<file path="src/rtl/noc_link_credit_buffer.sv">
// ---------------------------------------------------------------------------
// noc_link_credit_buffer
//
// Elastic link stage between two routers. Flits from the upstream router go
// into a local FIFO. Each flit popped from the FIFO returns one credit
// upstream. Popped flits are forwarded downstream under a local credit
// counter that mirrors the free space of the downstream router's input
// buffer. Optional register stages after the output register carry long wires.
//
// Handshake: send_in/send_out are single-cycle valids. There is no ready
// signal. Flow control is purely credit based. credit_out/credit_in are
// single-cycle pulses, and each pulse is worth exactly one buffer slot.
//
// Optional feature: define LINK_STATS_EN to build the flit/packet counters.
// Without it, flit_count and pkt_count are tied to zero.
//
// Ports:
//   clk, rst_n                clock, asynchronous active-low reset
//   data_in/dest_in/is_tail_in/send_in    flit from upstream router
//   credit_out                one pulse per FIFO slot freed (pop)
//   data_out/dest_out/is_tail_out/send_out flit to downstream router
//   credit_in                 one pulse per downstream slot freed
//   occupancy                 FIFO entries in use
//   overflow_err              sticky: flit arrived while FIFO full (dropped)
//   credit_err                sticky: credit returned while counter at max
//   flit_count/pkt_count      forwarded flits / tails (LINK_STATS_EN)
// ---------------------------------------------------------------------------
module noc_link_credit_buffer #(
  parameter int FLIT_WIDTH         = 128,
  parameter int DEST_WIDTH         = 6,
  parameter int BUFFER_DEPTH       = 4,
  parameter int DOWNSTREAM_CREDITS = 1,
  parameter int NUM_PIPELINE       = 0
) (
  input  logic                          clk,
  input  logic                          rst_n,
  input  logic [FLIT_WIDTH-1:0]         data_in,
  input  logic [DEST_WIDTH-1:0]         dest_in,
  input  logic                          is_tail_in,
  input  logic                          send_in,
  output logic                          credit_out,
  output logic [FLIT_WIDTH-1:0]         data_out,
  output logic [DEST_WIDTH-1:0]         dest_out,
  output logic                          is_tail_out,
  output logic                          send_out,
  input  logic                          credit_in,
  output logic [$clog2(BUFFER_DEPTH):0] occupancy,
  output logic                          overflow_err,
  output logic                          credit_err,
  output logic [31:0]                   flit_count,
  output logic [31:0]                   pkt_count
);

  localparam int PW = $clog2(BUFFER_DEPTH);
  localparam int OW = PW + 1;
  localparam int CW = $clog2(DOWNSTREAM_CREDITS + 1);
  localparam int EW = FLIT_WIDTH + DEST_WIDTH + 1;
  localparam logic [OW-1:0] OCC_FULL = OW'(BUFFER_DEPTH);
  localparam logic [CW-1:0] CRD_MAX  = CW'(DOWNSTREAM_CREDITS);

  logic [EW-1:0]                  mem_q [BUFFER_DEPTH];
  logic [PW-1:0]                  wr_ptr_q, rd_ptr_q;
  logic [OW-1:0]                  occ_q, occ_d;
  logic [CW-1:0]                  crd_q, crd_d;
  logic                           ovf_q, ovf_d;
  logic                           cerr_q, cerr_d;
  logic                           credit_q;
  logic [NUM_PIPELINE:0]          stg_vld_q;
  logic [NUM_PIPELINE:0][EW-1:0]  stg_q;
  logic                           full, pop, push;

  always_comb begin
    full = (occ_q == OCC_FULL);
    pop  = (occ_q != '0) && (crd_q != '0);
    // A full FIFO still accepts a flit when it is popping in the same cycle.
    push = send_in && (!full || pop);

    occ_d = occ_q;
    if (push && !pop)      occ_d = occ_q + 1'b1;
    else if (pop && !push) occ_d = occ_q - 1'b1;

    crd_d  = crd_q;
    cerr_d = cerr_q;
    if (pop && !credit_in) begin
      crd_d = crd_q - 1'b1;
    end else if (credit_in && !pop) begin
      // Saturate: a credit beyond the downstream buffer size is a protocol error.
      if (crd_q == CRD_MAX) cerr_d = 1'b1;
      else                  crd_d  = crd_q + 1'b1;
    end

    ovf_d = ovf_q | (send_in && full && !pop);
  end

  // Storage is not reset. Validity is tracked by the pointers and occupancy.
  always_ff @(posedge clk) begin
    if (push) mem_q[wr_ptr_q] <= {data_in, dest_in, is_tail_in};
  end

  always_ff @(posedge clk or negedge rst_n) begin
    if (!rst_n) begin
      wr_ptr_q <= '0;
      rd_ptr_q <= '0;
      occ_q    <= '0;
      crd_q    <= CRD_MAX;
      ovf_q    <= 1'b0;
      cerr_q   <= 1'b0;
      credit_q <= 1'b0;
    end else begin
      if (push) wr_ptr_q <= wr_ptr_q + 1'b1;
      if (pop)  rd_ptr_q <= rd_ptr_q + 1'b1;
      occ_q    <= occ_d;
      crd_q    <= crd_d;
      ovf_q    <= ovf_d;
      cerr_q   <= cerr_d;
      credit_q <= pop;
    end
  end

  // Stage 0 is the output register loaded by a pop. Later stages only capture
  // payload behind a valid, so the outputs hold their last flit while idle.
  always_ff @(posedge clk or negedge rst_n) begin
    if (!rst_n) begin
      stg_vld_q <= '0;
      stg_q     <= '0;
    end else begin
      stg_vld_q[0] <= pop;
      if (pop) stg_q[0] <= mem_q[rd_ptr_q];
      for (int k = 1; k <= NUM_PIPELINE; k++) begin
        stg_vld_q[k] <= stg_vld_q[k-1];
        if (stg_vld_q[k-1]) stg_q[k] <= stg_q[k-1];
      end
    end
  end

  assign data_out     = stg_q[NUM_PIPELINE][EW-1 -: FLIT_WIDTH];
  assign dest_out     = stg_q[NUM_PIPELINE][DEST_WIDTH:1];
  assign is_tail_out  = stg_q[NUM_PIPELINE][0];
  assign send_out     = stg_vld_q[NUM_PIPELINE];
  assign credit_out   = credit_q;
  assign occupancy    = occ_q;
  assign overflow_err = ovf_q;
  assign credit_err   = cerr_q;

`ifdef LINK_STATS_EN
  logic [31:0] flit_cnt_q, pkt_cnt_q;

  always_ff @(posedge clk or negedge rst_n) begin
    if (!rst_n) begin
      flit_cnt_q <= '0;
      pkt_cnt_q  <= '0;
    end else begin
      if (send_out)                flit_cnt_q <= flit_cnt_q + 32'd1;
      if (send_out && is_tail_out) pkt_cnt_q  <= pkt_cnt_q + 32'd1;
    end
  end

  assign flit_count = flit_cnt_q;
  assign pkt_count  = pkt_cnt_q;
`else
  assign flit_count = '0;
  assign pkt_count  = '0;
`endif

endmodule

</file>
<file path="config.mk">
export PLATFORM = sky130hd
export DESIGN_NAME = noc_link_credit_buffer
export DESIGN_NICKNAME = d
export VERILOG_FILES = /design/src/rtl/noc_link_credit_buffer.sv
export SDC_FILE = /design/constraint.sdc
export NUM_CORES = 1
export LEC_CHECK = 0
export BUFFER_PORTS_ARGS = -buffer_cell sky130_fd_sc_hd__buf_2
export CAP_MARGIN = 20
export CORE_MARGIN = 2
export CORE_UTILIZATION = 40
export DETAILED_ROUTE_END_ITERATION = 10
export GPL_TIMING_DRIVEN = 0
export SLEW_MARGIN = 25
export SYNTH_ARGS = -nofsm -noshare
export SYNTH_HDL_FRONTEND = slang
export SYNTH_SLANG_ARGS = --single-unit
</file>
<file path="constraint.sdc">
create_clock -name clk -period 4.9 [get_ports clk]
set_input_delay 0.735 -clock clk [delete_from_list [all_inputs] [get_ports clk]]
set_output_delay 0.735 -clock clk [all_outputs]
set_load 0.02 [all_outputs]
</file>
# == Word level (Yosys, flattened, before mapping) ==
# Memories as Yosys holds them, arrays and structs flattened. A register that Yosys moved wholly into a read port is not among the register bits.
# Index checks and enable logic that the tools add are counted.
# totals
reg_bits,11
mem_bits_rw,540
inputBits,139
out_inout_bits,206
elab_cells,42
memories,1
# mem_list
memory,words,word_bits,read_ports,rd_clocked_by_memory_dff,write_ports,line,rtl
mem_q,4,135,1,1,1,61,logic [EW-1:0] mem_q [BUFFER_DEPTH];
# op_classes
add_sub_neg,6
eq_ne,1
mux,7
n_bitwise,2
n_reduce_logical,18
# ops
operator,n
$logic_and A1 B1 Y1,8
$mux W3,2
$logic_not A1 Y1,5
$mux W1,5
$add A2 B1 Y2 const B,2
$reduce_bool A2 Y1,2
$add A3 B1 Y3 const B,1
$eq A3 B3 Y1 const B,1
$reduce_and A3 Y1,1
$reduce_bool A3 Y1,1
$sub A3 B1 Y3 const B,1
$add A1 B1 Y1 const B,1
$logic_or A1 B1 Y1,1
$not A1 Y1,1
$or A1 B1 Y1,1
$sub A1 B1 Y1 const B,1

# == Longest topological paths before layout ==
# depth
ltp_word,8
mapped_depth,10
mapped_depth_nobuf,8

# == Worst setup path after synthesis ==
# No wires, ideal clock.
# synth_path
kind,input to register
from,input port send_in
to,"memory mem_q[0][0] (netlist name), enable pin"
setup_time_ps,510
arrival_time_ps,4113
setup_slack_ps,276
cell_stages,3
path_cell_list,nor2b_1 > buf_2 > and2_1
# synth_between
elab_chain_len,3
# synth_lines
element,line,rtl
start: declaration,40,"input logic send_in,"
$logic_and A1 B1 Y1,76,push = send_in && (!full || pop);
net push,70,"logic full, pop, push;"
$mux W1,97,"if (push) mem_q[wr_ptr_q] <= {data_in, dest_in, is_tail_in};"
$mux W1 (not written as such),97,
end: declaration,61,
# The timed path passes the listed nets, and every way through them passes these cells.

# == Worst setup path after layout ==
# layout_path
from,"register occ_q[0], in the netlist occupancy[0]"
to,"register occ_q[2], in the netlist occupancy[2]"
# layout_between
elab_chain_len,7
elab_cells_between_ends,15
classes_between,2 x add/sub; 1 x eq/ne; 2 x mux; 10 x reduce/logical
# layout_lines
element,line,rtl
start: declaration,63,"logic [OW-1:0] occ_q, occ_d;"
start signal: assignment,104,occ_q <= '0;
start signal: assignment,112,occ_q <= occ_d;
"parallel branches: the longest is 7 deep, another holds $sub A3 B1 Y3",-,
# Several ways; the timed one is not identified. The select of a mux whose other input is x is not followed.
# A chain may end at the register's enable or synchronous reset.

==> metrics.md <==
| Metric | Value |
|---|---|
| Status | complete, no violations |
| # IOs | 345 |
| Post-Synthesis Cells | 1388 |
| Pwr Total | 0.0206 W |
| Post-DP HPWL | 35100 um |
| Post-DP Area | 0.0288 sq mm |
| Layout area overhead | 21.5% |
| Total Wirelength | 56000 um |
| Vias in the first global route | 13.8k |
| Post-Place Setup Slack | 1860 ps |
| Most frequent cells after synthesis | edfxtp_1 (540), nand2_1 (407), dfrtp_1 (145), mux4_2 (135), buf_4 (65) |
| Vias | 13.1k |
| Worst vdd ir | 0.421 mV |
| Max Root-Sink Buffers | 3 |
| CTS-repair resized insts | 0 |
| RSZ-0062 raised after global routing | no |
| Synth async-reset ratio | 0.213 |
| Pleak | 12.2 nW |
| Vias per inst | 4.78 |
| Setup Crit Path Kind | reg2reg |
| Clock tree root buffer cell | clkbuf_16 |
| Type of origin of the critical path | register |
| Leading area contributor after synthesis | edfxtp_1 |
| Post-Synth Simple-Gate Area | 0.0611 |
| CP Capture Type | register |
| Slew Viols, Final | 0 |
| # H-tree levels | 3 |
| First-pass GRT wire length | 84900 um |
| #FFs+latches synth | 686 |
| Final worst slack | 1800 ps |
| Post-synthesis xor/xnor area fraction | 0.00204 |
| CP Data Required Time | 5420 ps |
| EDFF count, synth | 540 |
| Placed cells | 2595 |
| CP max stage cell | buf_2 |
| Die height | 257 um |
| Syn_area_per_cell | 18.5 sq um |
| Worst rel slew slack | 0.448 |
| Metal3 WL | 4270 um |
| TNS Setup | 0 ps |
| Largest net degree at the start of global routing | 73 |
| Clk Latency, worst-skew pair | 600 ps |
| Critical path data arrival time | 3610 ps |
| Largest fanout on the critical path | 11 |
| Final setup violation count | 0 |
| Post-Layout Cell Count | 2734 |
| Num CTS Buffers | 73 |
| Max Fclk | 0.323 GHz |
| Crit path time final | 3100 ps |
| Gr ovfl total | 0 |
| Starting density of the core | 0.406 |
| DR iter-0 viols | 822 |
| Final instance area | 0.0312 sq mm |
| DR WL/cell | 20.5 um |
| CP peak stage delay | 560 ps |
| Seq/Total Area, Yosys | 0.773 |
| Gr usage total | 0.171 |
| Final Hold Fails | 0 |
| Antenna viol nets, final | 0 |
| Adder-cell share of the synthesized area | 0.00419 |
| Clock-pin slew on the worst setup and hold paths | 60 ps |
| Worst Clk Skew | 13.5 ps |
| TritonCTS clock tree | done |
| Die width | 257 um |
| Synth top area share | 0.631 |
| CTS sink count | 686 |
| PwrDens | 658 mW/mm^2 |
| Main synth FF type | edfxtp_1 |
| Max layer used | met5 |
| Main combinational cell family by area after synthesis | multiplexers |
| CP cell instances | o31a_1 -> inv_1 -> buf_2 -> buf_2 -> ha_1 -> inv_1 -> fa_1 -> xor2_1 -> nor2_1 -> xor2_1 |
| Final period util | 0.632 |
| Synthesized cell area | 0.0257 sq mm |
| Die Area | 0.0663 sq mm |
| Layout cells sized above 1 | 0.358 |
| Core area | 0.0633 sq mm |
| DRT Pass-1 Iters | 7 |
| Distinct cells, synth | 26 |
| Ranking of synthesized cells by area | edfxtp_1 (63%), dfrtp_1 (14%), mux4_2 (12%) |
| Most frequent cell after synthesis | edfxtp_1 |
| Initial antenna violation count | 12 |
| DRC Markers | 0 |
| FP Rows | 92 |
| Nets | 1972 |
| Met2 wire len | 27300 um |
| Hold crit path type | in2reg |
| Synth warn | 0 |
| M1 wire length | 23200 um |
| Gp weighted congestion | 0.735 |
| # port buffers | 280 |
| Max_cap viols | 0 |
| Compound-Gate Fraction of Synth Area | 0.000974 |
| Mux cell area share after synthesis | 0.120 |
| Worst-margin pin slew | 828 ps |
[cells by family after synthesis]
| family | Yosys count |
|---|---|
| flip-flops | 686 |
| adder cells (fa/ha/maj) | 8 |
| buffers and inverters | 132 |
| other | 1 |
| XOR/XNOR | 6 |
| AND/OR/NAND/NOR | 414 |
| AO/OA/AOI/OAI | 3 |
| multiplexers | 138 |
[worst paths after layout]
kind | startpoint | to | slack (ps) | cells after the start
max | occupancy[0] | occupancy[2] | 1800 | 10
min | data_in[21] | mem_q[2][28] | 350 | 1
max reg2reg | occupancy[0] | occupancy[2] | 1800 | 10
min reg2reg | stg_q[130] | stg_q[130] | 470 | 2
max in group asynchronous | rst_n | crd_q | 3700 | 3
min in group asynchronous | rst_n | stg_q[111] | 520 | 2
[state kept, by name, indices dropped and copies added, names as in the netlist]
| signal | count |
|---|---|
| crd_q | 1 |
| credit_err | 1 |
| mem_q | 540 |
| occupancy | 3 |
| overflow_err | 1 |
| rd_ptr_q | 2 |
| send_out | 1 |
| stg_q | 135 |
| wr_ptr_q | 2 |
[placed cells by master (no fill, tap or decap), drive strengths merged]
cell type | netlist | routed
ha | 7 | 7
mux2 | 3 | 3
clkinvlp | 0 | 5
diode | 0 | 3
edfxtp | 540 | 540
clkbuf | 2 | 109
buf | 124 | 422
nor2 | 1 | 1
bufinv | 0 | 3
a31o | 1 | 1
conb | 1 | 64
nand2 | 407 | 407
mux4 | 135 | 135
dfrtp | 145 | 145
a21o | 1 | 1
inv | 6 | 9
o31a | 1 | 1
xnor2 | 4 | 4
dlygate4sd3 | 0 | 1
clkinv | 0 | 17
fa | 1 | 1
nor4b | 1 | 1
xor2 | 2 | 2
nor2b | 1 | 1
dfstp | 1 | 1
and2 | 4 | 4
[metal layers]
layer	vias to the layer above	GRT usage
met5	-	0
met4	16	0.0519
met2	389	0.284
li1	5915	-
met3	83	0.0516
met1	6667	0.216
[through the flow]
stage	hold slack, ps	utilization
2_1_floorplan	439	-
3_3_place_gp	448	0.449
3_5_place_dp	457	0.455
4_1_cts	300	0.493
5_1_grt	314	0.493
6_report	348	0.493
[critical path, delay by kind of cell, from the launching register on]
family	cells	cell delay [ps]
AO/OA/AOI/OAI	1	380
adder cells (fa/ha/maj)	2	620
XOR/XNOR	2	310
buffers and inverters	4	1110
flip-flops	1	460
AND/OR/NAND/NOR	1	120
[what timing repair did]
action,in CTS,in global routing
hold endpoints to repair,3,0
setup buffers,0,0
hold buffers,1,0
[power breakdown]
group | switching, W | internal [W]
sequential | 0.000509 | 0.00793
combinational | 0.00403 | 0.00266
clock | 0.00223 | 0.00320
[cell type report]
| class | instances | area, sq um |
|---|---|---|
| Antenna cell | 3 | 7.51 |
| Buffer | 126 | 975 |
| Clock buffer | 107 | 2130 |
| Clock inverter | 28 | 273 |
| Fill cell | 5321 | 32100 |
| Inverter | 6 | 22.5 |
| Multi-Input combinational cell | 633 | 5080 |
| Sequential cell | 686 | 19900 |
| Tap cell | 846 | 1060 |
| Timing Repair Buffer | 299 | 1820 |
No activity file was read; power rests on OpenSTA's default activity.
